File: config.mk
export PLATFORM = sky130hd
export DESIGN_NAME = btn_conditioner_flat
export DESIGN_NICKNAME = d
export VERILOG_FILES = /design/src/rtl/btn_conditioner_if.sv /design/src/rtl/btn_conditioner.sv /design/src/flat_wrapper.sv
export SDC_FILE = /design/constraint.sdc
export NUM_CORES = 1
export LEC_CHECK = 0
export ABC_AREA = 1
export CORE_UTILIZATION = 45
export DETAILED_ROUTE_END_ITERATION = 12
export GPL_TIMING_DRIVEN = 0
export MAX_ROUTING_LAYER = met4
export PLACE_DENSITY = 0.71
export SETUP_SLACK_MARGIN = 0.5
export SYNTH_ARGS = -nofsm -noshare
export SYNTH_HDL_FRONTEND = slang
export SYNTH_SLANG_ARGS = --single-unit
File: constraint.sdc
create_clock -name sys_clk -period 1.9 [get_ports sys_clk]
set_clock_uncertainty 0.2 [all_clocks]
set_input_delay 0.57 -clock sys_clk [delete_from_list [all_inputs] [get_ports sys_clk]]
set_output_delay 0.57 -clock sys_clk [all_outputs]
set_load 0.1 [all_outputs]
File: src/rtl/btn_conditioner_if.sv
// Button pad and conditioned-event bundle between the pads/consumers and btn_conditioner.
interface btn_conditioner_if #(
   parameter int unsigned N_BTN = 2
);
   logic [N_BTN-1:0] sys_btn_n;
   logic [N_BTN-1:0] btn_level;
   logic [N_BTN-1:0] btn_press;
   logic [N_BTN-1:0] btn_release;
   logic [N_BTN-1:0] btn_long;

   modport master (
      output sys_btn_n,
      input  btn_level,
      input  btn_press,
      input  btn_release,
      input  btn_long
   );

   modport slave (
      input  sys_btn_n,
      output btn_level,
      output btn_press,
      output btn_release,
      output btn_long
   );
endinterface

File: src/rtl/btn_conditioner.sv
// Push-button conditioner: synchronizes active-low pads, debounces them and emits
// single-cycle press/release/long-press events per channel.
module btn_conditioner #(
   parameter int unsigned N_BTN       = 2,
   parameter int unsigned DEB_CYCLES  = 270000,
   parameter int unsigned LONG_CYCLES = 27000000
) (
   input logic              sys_clk,
   input logic              sys_rst_n,
   btn_conditioner_if.slave btn
);
   localparam int unsigned CntMax = (DEB_CYCLES > LONG_CYCLES) ? DEB_CYCLES : LONG_CYCLES;
   localparam int unsigned CW = $clog2(CntMax + 1);
   localparam logic [CW-1:0] DebLast = CW'(DEB_CYCLES - 1);
   localparam logic [CW-1:0] LongMax = CW'(LONG_CYCLES);
   localparam logic [CW-1:0] CntOne  = CW'(1);

   typedef enum logic [1:0] {StIdle, StPressWait, StHeld, StReleaseWait} state_e;

   logic [N_BTN-1:0] level_vec, press_vec, release_vec, long_vec;

   for (genvar i = 0; i < N_BTN; i++) begin : g_ch
      logic          sync1_q, sync2_q, s;
      state_e        state_q, state_d;
      logic [CW-1:0] cnt_q, cnt_d;
      logic          level_q, level_d, press_q, press_d;
      logic          release_q, release_d, long_q, long_d;

      // Sync flops reset to the released pad level so a held button is seen as a fresh edge.
      always_ff @(posedge sys_clk or negedge sys_rst_n) begin
         if (!sys_rst_n) begin
            sync1_q   <= 1'b1;
            sync2_q   <= 1'b1;
            state_q   <= StIdle;
            cnt_q     <= '0;
            level_q   <= 1'b0;
            press_q   <= 1'b0;
            release_q <= 1'b0;
            long_q    <= 1'b0;
         end else begin
            sync1_q   <= btn.sys_btn_n[i];
            sync2_q   <= sync1_q;
            state_q   <= state_d;
            cnt_q     <= cnt_d;
            level_q   <= level_d;
            press_q   <= press_d;
            release_q <= release_d;
            long_q    <= long_d;
         end
      end

      assign s = ~sync2_q;

      always_comb begin
         state_d   = state_q;
         cnt_d     = cnt_q;
         level_d   = level_q;
         press_d   = 1'b0;
         release_d = 1'b0;
         long_d    = 1'b0;
         unique case (state_q)
            StIdle: begin
               if (s) begin
                  state_d = StPressWait;
                  cnt_d   = CntOne;
               end
            end
            StPressWait: begin
               if (!s) begin
                  state_d = StIdle;
                  cnt_d   = '0;
               end else if (cnt_q >= DebLast) begin
                  state_d = StHeld;
                  level_d = 1'b1;
                  press_d = 1'b1;
                  cnt_d   = '0;
               end else begin
                  cnt_d = cnt_q + CntOne;
               end
            end
            StHeld: begin
               if (!s) begin
                  state_d = StReleaseWait;
                  cnt_d   = CntOne;
               end else if (cnt_q < LongMax) begin
                  // Saturation at LongMax keeps the long pulse to one per hold.
                  cnt_d  = cnt_q + CntOne;
                  long_d = (cnt_q == LongMax - CntOne);
               end
            end
            StReleaseWait: begin
               if (s) begin
                  state_d = StHeld;
                  cnt_d   = '0;
               end else if (cnt_q >= DebLast) begin
                  state_d   = StIdle;
                  level_d   = 1'b0;
                  release_d = 1'b1;
                  cnt_d     = '0;
               end else begin
                  cnt_d = cnt_q + CntOne;
               end
            end
            default: begin
               state_d = StIdle;
               cnt_d   = '0;
            end
         endcase
      end

      assign level_vec[i]   = level_q;
      assign press_vec[i]   = press_q;
      assign release_vec[i] = release_q;
      assign long_vec[i]    = long_q;
   end

   assign btn.btn_level   = level_vec;
   assign btn.btn_press   = press_vec;
   assign btn.btn_release = release_vec;
   assign btn.btn_long    = long_vec;
endmodule
File: src/flat_wrapper.sv
// flat-port wrapper written by rule: the top's interface ports become plain ports
module btn_conditioner_flat 
#(
   parameter int unsigned N_BTN       = 2,
   parameter int unsigned DEB_CYCLES  = 270000,
   parameter int unsigned LONG_CYCLES = 27000000
)
  (sys_clk, sys_rst_n, btn_sys_btn_n, btn_btn_level, btn_btn_press, btn_btn_release, btn_btn_long);
  btn_conditioner_if #(.N_BTN(N_BTN)) btn_i ();
  input logic sys_clk;
  input logic sys_rst_n;
  input wire logic [$bits(btn_i.sys_btn_n)-1:0] btn_sys_btn_n;
  output wire logic [$bits(btn_i.btn_level)-1:0] btn_btn_level;
  output wire logic [$bits(btn_i.btn_press)-1:0] btn_btn_press;
  output wire logic [$bits(btn_i.btn_release)-1:0] btn_btn_release;
  output wire logic [$bits(btn_i.btn_long)-1:0] btn_btn_long;
  assign btn_i.sys_btn_n = btn_sys_btn_n;
  assign btn_btn_level = btn_i.btn_level;
  assign btn_btn_press = btn_i.btn_press;
  assign btn_btn_release = btn_i.btn_release;
  assign btn_btn_long = btn_i.btn_long;
  btn_conditioner #(.N_BTN(N_BTN), .DEB_CYCLES(DEB_CYCLES), .LONG_CYCLES(LONG_CYCLES)) u_core (.sys_clk(sys_clk), .sys_rst_n(sys_rst_n), .btn(btn_i));
endmodule
==> results of run 1 <==
path summary, 6_finish.rpt:
check | end | slack [ns] | cells past startpoint
min in group sys_clk | u_core.g_ch[0].sync2_q$_DFF_PN1_ | 0.16 | 0
min | u_core.g_ch[1].cnt_q[11]$_DFFE_PN0P_ | 0.12 | 1
max reg2reg | u_core.g_ch[0].cnt_q[7]$_DFFE_PN0P_ | -0.05 | 10
min reg2reg | u_core.g_ch[0].sync2_q$_DFF_PN1_ | 0.16 | 0
max in group asynchronous | u_core.g_ch[1].cnt_q[0]$_DFFE_PN0P_ | 0.74 | 1
max | u_core.g_ch[0].cnt_q[7]$_DFFE_PN0P_ | -0.05 | 10
routing by layer:
layer / vias to the layer above / wire length [um] / part of all wire [%]
met1: 2549 / 7090 / 42
met3: 79 / 1460 / 8.6
li1: 2416 / - / -
met5: - / 0 / 0
met4: 0 / 667 / 3.9
met2: 296 / 7760 / 46
final cells by class:
class                           instances  area share (%)
Multi-Input combinational cell        490            44.7
Sequential cell                        66            23.9
Timing Repair Buffer                  123            16.8
Inverter                               93            5.18
Buffer                                 23            4.03
Tap cell                              133            2.34
Clock buffer                           11            1.99
Clock inverter                          5            1.09
logic make-up after synthesis:
| kind of cell | share of synthesized area, % |
|---|---|
| flops | 36.3 |
| xor+xnor | 4.42 |
| compound gates | 4.33 |
| fa+ha+maj | 0.549 |
| buf+inv | 11.4 |
| simple gates | 42.9 |
power groups by stage:
stage	Combinational, mW	Clock, mW	Sequential, mW
2_1_floorplan	0.713	0	1.60
3_3_place_gp	0.957	0	1.62
3_5_place_dp	0.973	0	1.62
4_1_cts	1.45	1.37	1.62
5_1_grt	2.02	1.45	1.63
6_report	1.93	1.36	1.62
cells in the mapped netlist:
| library cell | instances |
|---|---|
| o21ai_1 | 4 |
| nand3_1 | 75 |
| nand3b_1 | 10 |
| ha_1 | 2 |
| nand3b_2 | 1 |
| dfrtp_1 | 62 |
| nand3_2 | 3 |
| a21oi_1 | 2 |
| clkinv_1 | 1 |
| o31ai_1 | 2 |
| nand4_1 | 28 |
| nand2_2 | 6 |
| inv_2 | 4 |
| o21ai_0 | 26 |
| dfstp_2 | 4 |
| buf_4 | 13 |
| nor3_4 | 2 |
| inv_1 | 88 |
| nor2_1 | 72 |
| nor2_4 | 4 |
| a21o_1 | 2 |
| nor4_1 | 2 |
| nand2_1 | 201 |
| nand2_4 | 1 |
| nor3_1 | 16 |
| nor2_2 | 4 |
| buf_6 | 4 |
| xor2_1 | 21 |
| buf_2 | 6 |
| xnor2_1 | 2 |
| nor3_2 | 1 |
| nand4_2 | 1 |
| o21bai_1 | 1 |
what timing repair did:
action,4_1_cts,5_1_grt
pin swaps,35,57
hold buffers,0,0
cloned,5,4
resized for setup,212,114
setup endpoints to repair,70,70
buffers inserted,69,35
cells in the final DEF, fill, tap and decap left out, types with 3 or more instances in the layout:
cell       Yosys  routed
nor2_4         4      25
nand3b_1      10      10
dfstp_2        4       4
clkbuf_8       0      10
nand3_2        3      30
buf_12         0      10
nand3_1       75      41
dfrtp_1       62      31
buf_4         13      92
dfrtp_2        0      31
clkinv_2       0       3
xor2_1        21      20
o21ai_0       26       6
nand2_8        0       3
buf_8          0       6
inv_2          4      30
nor3_4         2       6
buf_6          4      31
o21ai_1        4      17
nand2_1      201     165
nand2_2        6      28
o21ai_2        0       7
nor3_2         1       9
nor2_2         4      23
nor2_1        72      32
inv_4          0       4
nor3_1        16       4
nand4_1       28      28
clkbuf_16      0       4
nand2_4        1      13
inv_1         88      57
nand3_4        0       7
through the flow:
stage | worst slack (ns) | instances | hold WS, ns | power [mW] | cell area (sq um)
floorplan | 0.139 | 671 | 0.0744 | 2.32 | 4770
global placement | -2.52 | 815 | 0.146 | 2.58 | 5040
detailed placement | -0.427 | 815 | 0.149 | 2.60 | 5040
CTS | 0.0490 | 905 | 0.149 | 4.44 | 6370
global route | -0.132 | 944 | 0.166 | 5.10 | 7110
finish | -0.0493 | 944 | 0.116 | 4.91 | 7110
worst max-delay path, cell delays in order, from the launching register on:
cell,delay (ns)
dfrtp_2,0.46
inv_4,0.06
nor2_4,0.16
nand3_2,0.13
nor2_4,0.16
nand3_2,0.10
nand4_4,0.15
nand2_4,0.10
buf_8,0.15
nand3b_1,0.08
nand2_1,0.07
sequential cells by signal (all words and copies together) (netlist names), named ones only:
name	cells
u_core.g_ch.cnt_q	50
u_core.g_ch.state_q	2
u_core.g_ch.level_q	2
u_core.g_ch.press_q	2
u_core.g_ch.sync2_q	2
u_core.g_ch.long_q	2
u_core.g_ch.release_q	2
u_core.g_ch.sync1_q	2
==> flow_summary.toml, run 1 <==
[detailed_routing]
vias = 5340
wl_um = 17000
ant_nets = 0
via_per_inst = 5.66
dr.pass1.iters = 9
drtIter0Drc = 429
drc = 0
wl_per_cell_um = 18.0

[setup_path]
end_kind = "flop"
worstSetupPathType = "flop to flop"
worstSetupStartpoint = "u_core.g_ch[0].cnt_q[7]$_DFFE_PN0P_"
critPathLaunchType = "flop"
crit_path_max_fanout = 5
rr_startpoint = "u_core.g_ch[0].cnt_q[7]$_DFFE_PN0P_"
critical_path_required_ns = 1.94
worstPathArrival_ns = 1.99

[cts]
clock_latency_ns = 0.36
cts_buffer_depth = 2
clk_pin_slew_worst_paths_ns = 0.08
cts_tree = "yes"
cts_made_buffers = 9
clk_root_buffer_cell = "clkbuf_8"
clock_sinks = 66
ctsHtreeMaxLevel = 3

[global_routing]
antenna_found_initial = 0
grt_max_degree = 67
grt_use_met1_pct = 42.2
grt.overflow.total = 0
grt_use_total_pct = 30.8
gr-usage-met2_pct = 44.3
grt_pass1_vias = 4758
grt_pass1_wl_um = 23400
grt.busiest_layer = "met2"
met3_usage_pct = 5.83

[timing]
fmax_mhz = 513
final_hold_viol_count = 0
max_slew_margin_pct = 41.7
worst_pin_slew_ns = 0.875
slew_viol_final = 0
finalCritPeriodShare_pct = 103
finalSetupViolations = 14
finalSetupTns_ns = -0.167
setup_slack_ns = -0.0493
period_needed_ns = 1.95
rsz0062_at_grt = "yes"

[cells_and_area]
fin_nets = 812
ff_latch_area_sq_um = 1700
drive_gt1_share_pct = 47.8
utilization_pct = 72.4
multi_input_area_sq_um = 3180
final.fill_count = 730
num_antenna_cells = 0
area_growth_pct = 55.8

[pwr]
p_comb_share_pct = 39.2
p_leak_nw = 3.43
sw_frac_of_total_pct = 36.3
power_density_nw_per_um2 = 691
p_int_mw = 3.13
p_seq_share_pct = 33.0
ir_drop_v = 0.000849
p_sw_mw = 1.78
clockPowerShare_pct = 27.8

[logic_synthesis]
synth.area.top_cells = "dfrtp_1 (34%), nand2_1 (17%), nand3_1 (8.2%), inv_1 (7.2%), nor2_1 (5.9%)"
synth.distinct_cells = 33
avgSynthCellArea_sq_um = 6.80
syn-cell-area_sq_um = 4560
syn_nets = 677
synth_top_area_share_pct = 34.0
yosysSeqAreaShare_pct = 36.3
yosys_warnings = 0
synth_top_cell_by_area = "dfrtp_1"
ys_seq_elements = 66
postSynthCellCount = 671

[status]
violations = "setup timing"
outcome = "finished with violations"

[placed_design]
port_buffers = 11
gp_congestion = 0.931
hpwl_um = 9130

[die]
io_pins = 12
die_area_sq_um = 10500
num_rows = 36
die_y_um = 103
core_sq_um = 9820
die_x_um = 103
initial_core_util_pct = 46.4

[worst_hold_path]
min_path_type = "primary input to asynchronous set/reset pin"

[flow_run]
cap_violations = 0
Power figures use the tool's default switching activity.
==> run 2, diff against run 1 <==
--- a/config.mk
+++ b/config.mk
@@ -15,3 +15,4 @@
 export SYNTH_ARGS = -nofsm -noshare
 export SYNTH_HDL_FRONTEND = slang
 export SYNTH_SLANG_ARGS = --single-unit
+export TNS_END_PERCENT = 5
==> run 2 against run 1 <==
The run still ends with setup timing left; utilization decreased by 14 points; cell area shrank 19%; sequential share of layout area rose by 5.1 points; via count decreased by 14%; die area stayed put; first-iteration DRC count down 58%; cell count down 8.8%; critical path depth did not move.
==> flow_summary.toml, run 2 (same netlist as run 1, synthesis figures left out) <==
[status]
outcome = "finished with violations"
violations = "setup timing"

[cts]
cts_buffer_depth = 2
cts_made_buffers = 9
clk_pin_slew_worst_paths_ns = 0.08
clock_sinks = 66
ctsHtreeMaxLevel = 3
ctsHoldBuffers = 0
clock_latency_ns = 0.35
cts_tree = "yes"
clk_root_buffer_cell = "clkbuf_8"

[pwr]
p_leak_nw = 2.77
ir_drop_v = 0.000474
power_density_nw_per_um2 = 692
finalPower_mw = 3.99

[detailed_routing]
vias = 4611
ant_nets = 0
wl_met1_um = 5190
via_per_inst = 5.36
drtIter0Drc = 182
dr.pass1.iters = 7
met2WireLength_um = 6890
drc = 0
wl_met3_um = 610
highest_layer = "met4"
wl_per_cell_um = 15.2
wl_um = 13100

[setup_path]
cp_num_cells = 10
end_kind = "flop"
worstPathBufferInverterCount = 2
r2r-end = "u_core.g_ch[1].cnt_q[11]$_DFFE_PN0P_"
critPathLaunchType = "flop"
rr_startpoint = "u_core.g_ch[1].cnt_q[3]$_DFFE_PN0P_"
path_delay_family = "simple AND/OR/NAND/NOR gates"
crit_top_cell = "nand2_1"
worstSetupPathType = "flop to flop"
rr_worst_depth = 10
crit_path_end = "u_core.g_ch[1].cnt_q[11]$_DFFE_PN0P_"
cp_cell_sequence = "inv_1 > nor3_2 > o21ai_2 > nand2_1 > nand2_2 > nand3_4 > nand2_8 > clkbuf_16 > nand3_1 > nand2_1"
worstPathArrival_ns = 1.96
cpPeakStageDelay_ns = 0.40
cp_slowest_cell = "dfrtp_1"
critical_path_required_ns = 1.94
r2r_slack_ns = -0.01
crit_path_max_fanout = 6
worstSetupStartpoint = "u_core.g_ch[1].cnt_q[3]$_DFFE_PN0P_"

[timing]
finalCritPeriodShare_pct = 101
worst_pin_slew_ns = 0.862
setup_slack_ns = -0.0123
slew_viol_final = 0
finalSetupViolations = 5
period_needed_ns = 1.91
final_hold_viol_count = 0
fmax_mhz = 523
max_slew_margin_pct = 42.5
rsz0062_at_grt = "yes"

[placed_design]
dpl.cell_count = 815
hpwl_um = 9150
gp_congestion = 0.984
dp_slack_ns = -0.414
placed_area_sq_um = 4870
port_buffers = 11

[flow_run]
cap_violations = 0

[die]
num_rows = 36
core_sq_um = 9820
io_pins = 12
die_y_um = 103
die_area_sq_um = 10500
initial_core_util_pct = 46.4
die_x_um = 103

[cells_and_area]
final_common_cell = "nand2_1"
fin_nets = 729
drive_gt1_share_pct = 27.1
utilization_pct = 58.8
largest_reg_flops = 50
postLayoutCellArea_sq_um = 5770
most-common-layout-cells = "nand2_1 (187), inv_1 (72), nand3_1 (63), nor2_1 (53), dfrtp_1 (49)"
final.fill_count = 921
area_growth_pct = 26.5
num_antenna_cells = 0
regMostFlops = "u_core.g_ch.cnt_q"
layoutNonFillerInstCount = 861

[global_routing]
grt_use_total_pct = 26.3
grt.overflow.total = 0
grt_max_degree = 67
grt_pass1_wl_um = 20600
grt_pass1_vias = 4383
antenna_found_initial = 0

[worst_hold_path]
min_path_type = "primary input to asynchronous set/reset pin"
==> run 2: changes by cell type in the layout (fill, tap and decap cells not counted), sizes merged <==
cell / before / now
bufinv: 2 / 1
clkbuf: 15 / 11
nand2: 209 / 208
inv: 92 / 94
buf: 140 / 60
clkinvlp: 1 / 2
==> run 2: worst reg2reg max path: stages, from the launching register on <==
cell       delay [ns]
dfrtp_1          0.40
inv_1            0.15
nor3_2           0.30
o21ai_2          0.10
nand2_1          0.08
nand2_2          0.09
nand3_4          0.11
nand2_8          0.09
clkbuf_16        0.18
nand3_1          0.06
nand2_1          0.05
==> run 2: layer usage <==
layer,global-route usage [%],up-vias
li1,-,2233
met4,11.0,0
met5,-,-
met1,28.6,2177
met3,4.27,33
met2,47.2,168
==> run 2: worst min path at each step <==
stage,start,to,slack (ns),cells after the start
6_report,sys_rst_n,u_core.g_ch[0].cnt_q[21]$_DFFE_PN0P_,0.12,1
4_1_cts,u_core.g_ch[1].sync1_q$_DFF_PN1_,u_core.g_ch[1].sync2_q$_DFF_PN1_,0.16,0
2_1_floorplan,sys_rst_n,asynchronous set/reset pin,0.07,0
3_5_place_dp,u_core.g_ch[1].sync1_q$_DFF_PN1_,u_core.g_ch[1].sync2_q$_DFF_PN1_,0.15,0
3_3_place_gp,u_core.g_ch[0].sync1_q$_DFF_PN1_,u_core.g_ch[0].sync2_q$_DFF_PN1_,0.15,0
5_1_grt,u_core.g_ch[1].sync1_q$_DFF_PN1_,u_core.g_ch[1].sync2_q$_DFF_PN1_,0.17,0
==> run 2: where the power goes <==
| part | switching [mW] | leakage (nW) | internal (mW) |
|---|---|---|---|
| Sequential | 0.109 | 0.875 | 1.49 |
| Clock | 0.603 | 0.0973 | 0.616 |
| Combinational | 0.729 | 1.80 | 0.444 |
==> run 2: stage by stage <==
step	hold WS [ns]	setup TNS (ns)
6_report	0.115	-0.0232
5_1_grt	0.167	-2.01
4_1_cts	0.162	0
3_5_place_dp	0.149	-7.39
3_3_place_gp	0.145	-149.04
2_1_floorplan	0.0744	0
==> run 2: timing repair <==
item,CTS,global route
gates cloned,0,1
setup buffers,22,7
resized for setup,99,98
setup endpoints to repair,70,70
pin swaps,6,12
==> run 2: layout make-up <==
type / instances / area [sq um] / area share (%)
Multi-Input combinational cell: 489 / 2700 / 46.7
Sequential cell: 66 / 1670 / 29.0
Inverter: 93 / 357 / 6.18
Clock buffer: 9 / 124 / 2.15
Timing Repair Buffer: 41 / 438 / 7.59
Buffer: 23 / 238 / 4.12
Clock inverter: 7 / 78.8 / 1.37
Tap cell: 133 / 166 / 2.88
==> run 3, diff against run 2 <==
--- a/config.mk
+++ b/config.mk
@@ -6,6 +6,7 @@
 export NUM_CORES = 1
 export LEC_CHECK = 0
 export ABC_AREA = 1
+export CORE_MARGIN = 5
 export CORE_UTILIZATION = 45
 export DETAILED_ROUTE_END_ITERATION = 12
 export GPL_TIMING_DRIVEN = 0
==> run 3 against run 2 <==
The run now ends clean; cell count is 5.0% higher; sequential share of layout area is 2.1 points lower; combinational power is 26% higher; cell area is 7.7% higher; die area is 16% higher; via count is 4.1% higher; register-to-register slack better by 0.03 ns; critical path type unchanged; critical endpoint is now u_core.g_ch[1].cnt_q[18]$_DFFE_PN0P_.
==> flow_summary.toml, run 3 (same netlist as run 1, synthesis figures left out) <==
[global_routing]
grt_max_degree = 67
grt_pass1_vias = 4809
grt_use_total_pct = 23.4
grt_pass1_wl_um = 22800
grt.overflow.total = 0
antenna_found_initial = 0

[setup_path]
crit_path_end = "u_core.g_ch[1].cnt_q[18]$_DFFE_PN0P_"
worstSetupPathType = "flop to flop"
rr_worst_depth = 11
r2r-end = "u_core.g_ch[1].cnt_q[18]$_DFFE_PN0P_"
worstPathArrival_ns = 1.93
r2r_slack_ns = 0.01
critical_path_required_ns = 1.94
crit_top_cell = "inv_1"
end_kind = "flop"
cpPeakStageDelay_ns = 0.42
cp_slowest_cell = "dfrtp_1"
cp_cell_sequence = "inv_1 > nand2_1 > inv_1 > o21ai_0 > inv_1 > nand2_2 > nand3b_4 > nand2_4 > clkinvlp_4 > nand3b_1 > nand2_1"
crit_path_max_fanout = 7
rr_startpoint = "u_core.g_ch[1].cnt_q[22]$_DFFE_PN0P_"
critPathLaunchType = "flop"
worstSetupStartpoint = "u_core.g_ch[1].cnt_q[22]$_DFFE_PN0P_"

[placed_design]
port_buffers = 11
placed_area_sq_um = 4870
hpwl_um = 9420
gp_congestion = 0.936

[timing]
slew_viol_final = 0
fmax_mhz = 530
rsz0062_at_grt = "yes"
final_hold_viol_count = 0
timing.hold.ws_ns = 0.115
finalCritPeriodShare_pct = 99.3
finalSetupTns_ns = 0
worst_pin_slew_ns = 0.838
period_needed_ns = 1.89
max_slew_margin_pct = 44.1
finalSetupViolations = 0

[cts]
clk_root_buffer_cell = "clkbuf_8"
clock_sinks = 66
clock_latency_ns = 0.36
cts_tree = "yes"
cts_made_buffers = 9
cts_buffer_depth = 2
ctsHoldBuffers = 0
ctsHtreeMaxLevel = 3
clk_pin_slew_worst_paths_ns = 0.08

[die]
io_pins = 12
core_sq_um = 9820
die_area_sq_um = 12200
die_x_um = 111
die_y_um = 111
initial_core_util_pct = 46.4
num_rows = 36

[cells_and_area]
final.fill_count = 872
largest_reg_flops = 50
area_growth_pct = 36.3
drive_gt1_share_pct = 33.7
final_common_cell = "nand2_1"
most-common-layout-cells = "nand2_1 (182), buf_4 (77), inv_1 (72), nand3_1 (55), dfrtp_1 (50)"
fin_nets = 772
num_antenna_cells = 0
postLayoutCellArea_sq_um = 6210
utilization_pct = 63.3
regMostFlops = "u_core.g_ch.cnt_q"

[worst_hold_path]
min_path_type = "primary input to asynchronous set/reset pin"

[detailed_routing]
wl_per_cell_um = 15.8
dr.pass1.iters = 5
drtIter0Drc = 215
wl_um = 14300
via_per_inst = 5.31
drc = 0
vias = 4801
ant_nets = 0

[status]
outcome = "completed"

[flow_run]
cap_violations = 0

[pwr]
ir_drop_v = 0.000665
power_density_nw_per_um2 = 696
p_leak_nw = 3.06
finalPower_mw = 4.32
## run 3: changes by cell type in the layout (fill, tap and decap cells not counted), moves of 4 or more
cell,change
nor2_1,-6
nand3_1,-8
nor2_2,+4
buf_4,+45
nand2_1,-5
buf_12,-4
nor3_4,+4
nand2_2,+4
nand3_2,+7
## run 3: metal layers
layer | wire length (um) | track usage, % | vias to the layer above
met5 | 0 | - | -
met4 | 650 | 12.2 | 0
met3 | 467 | 3.38 | 47
met2 | 7690 | 43.3 | 145
met1 | 5450 | 23.9 | 2272
li1 | - | - | 2337
## run 3: metrics by stage
step                      worst slack, ns  std cells
after floorplan                     0.139        671
after global placement              -2.21        815
after detailed placement           -0.442        815
after CTS                          0.0423        895
after global routing               -0.112        904
final                              0.0133        904
## run 3: worst min-delay path by stage
stage                                                 from                                   end  slack, ns  depth (start not counted)
final                                            sys_rst_n  u_core.g_ch[0].cnt_q[21]$_DFFE_PN0P_       0.11                          1
after global routing      u_core.g_ch[0].sync1_q$_DFF_PN1_      u_core.g_ch[0].sync2_q$_DFF_PN1_       0.17                          0
after CTS                                        sys_rst_n  u_core.g_ch[0].cnt_q[21]$_DFFE_PN0P_       0.14                          1
after detailed placement  u_core.g_ch[1].sync1_q$_DFF_PN1_      u_core.g_ch[1].sync2_q$_DFF_PN1_       0.15                          0
after global placement    u_core.g_ch[0].sync1_q$_DFF_PN1_      u_core.g_ch[0].sync2_q$_DFF_PN1_       0.15                          0
after floorplan                                  sys_rst_n            asynchronous set/reset pin       0.07                          0
## run 3: final cells by class
cell class / instances / area, sq um / area share (%)
inverter: 93 / 360 / 5.80
clock buffer: 9 / 124 / 1.99
tap: 133 / 166 / 2.68
clock inverter: 7 / 78.8 / 1.27
sequential: 66 / 1670 / 26.9
timing repair buffer: 84 / 756 / 12.2
multi-input combinational: 489 / 2830 / 45.6
buffer: 23 / 226 / 3.64
## run 3: report_power, final
part,switching [mW],internal [mW]
clock network,0.620,0.616
registers,0.116,1.49
logic,0.847,0.632
## run 3: what timing repair did
action / in CTS / in global routing
gates cloned: 2 / 0
endpoints found under the setup margin: 70 / 70
pin swaps: 35 / 33
setup buffers: 62 / 9
gates resized for setup: 145 / 72
## run 3: worst max-delay path: cells and delay by family, from the launching register on
kind / cells / cell delay (ns)
buf+inv: 4 / 0.45
simple gates: 6 / 0.60
flops: 1 / 0.42
compound gates: 1 / 0.11
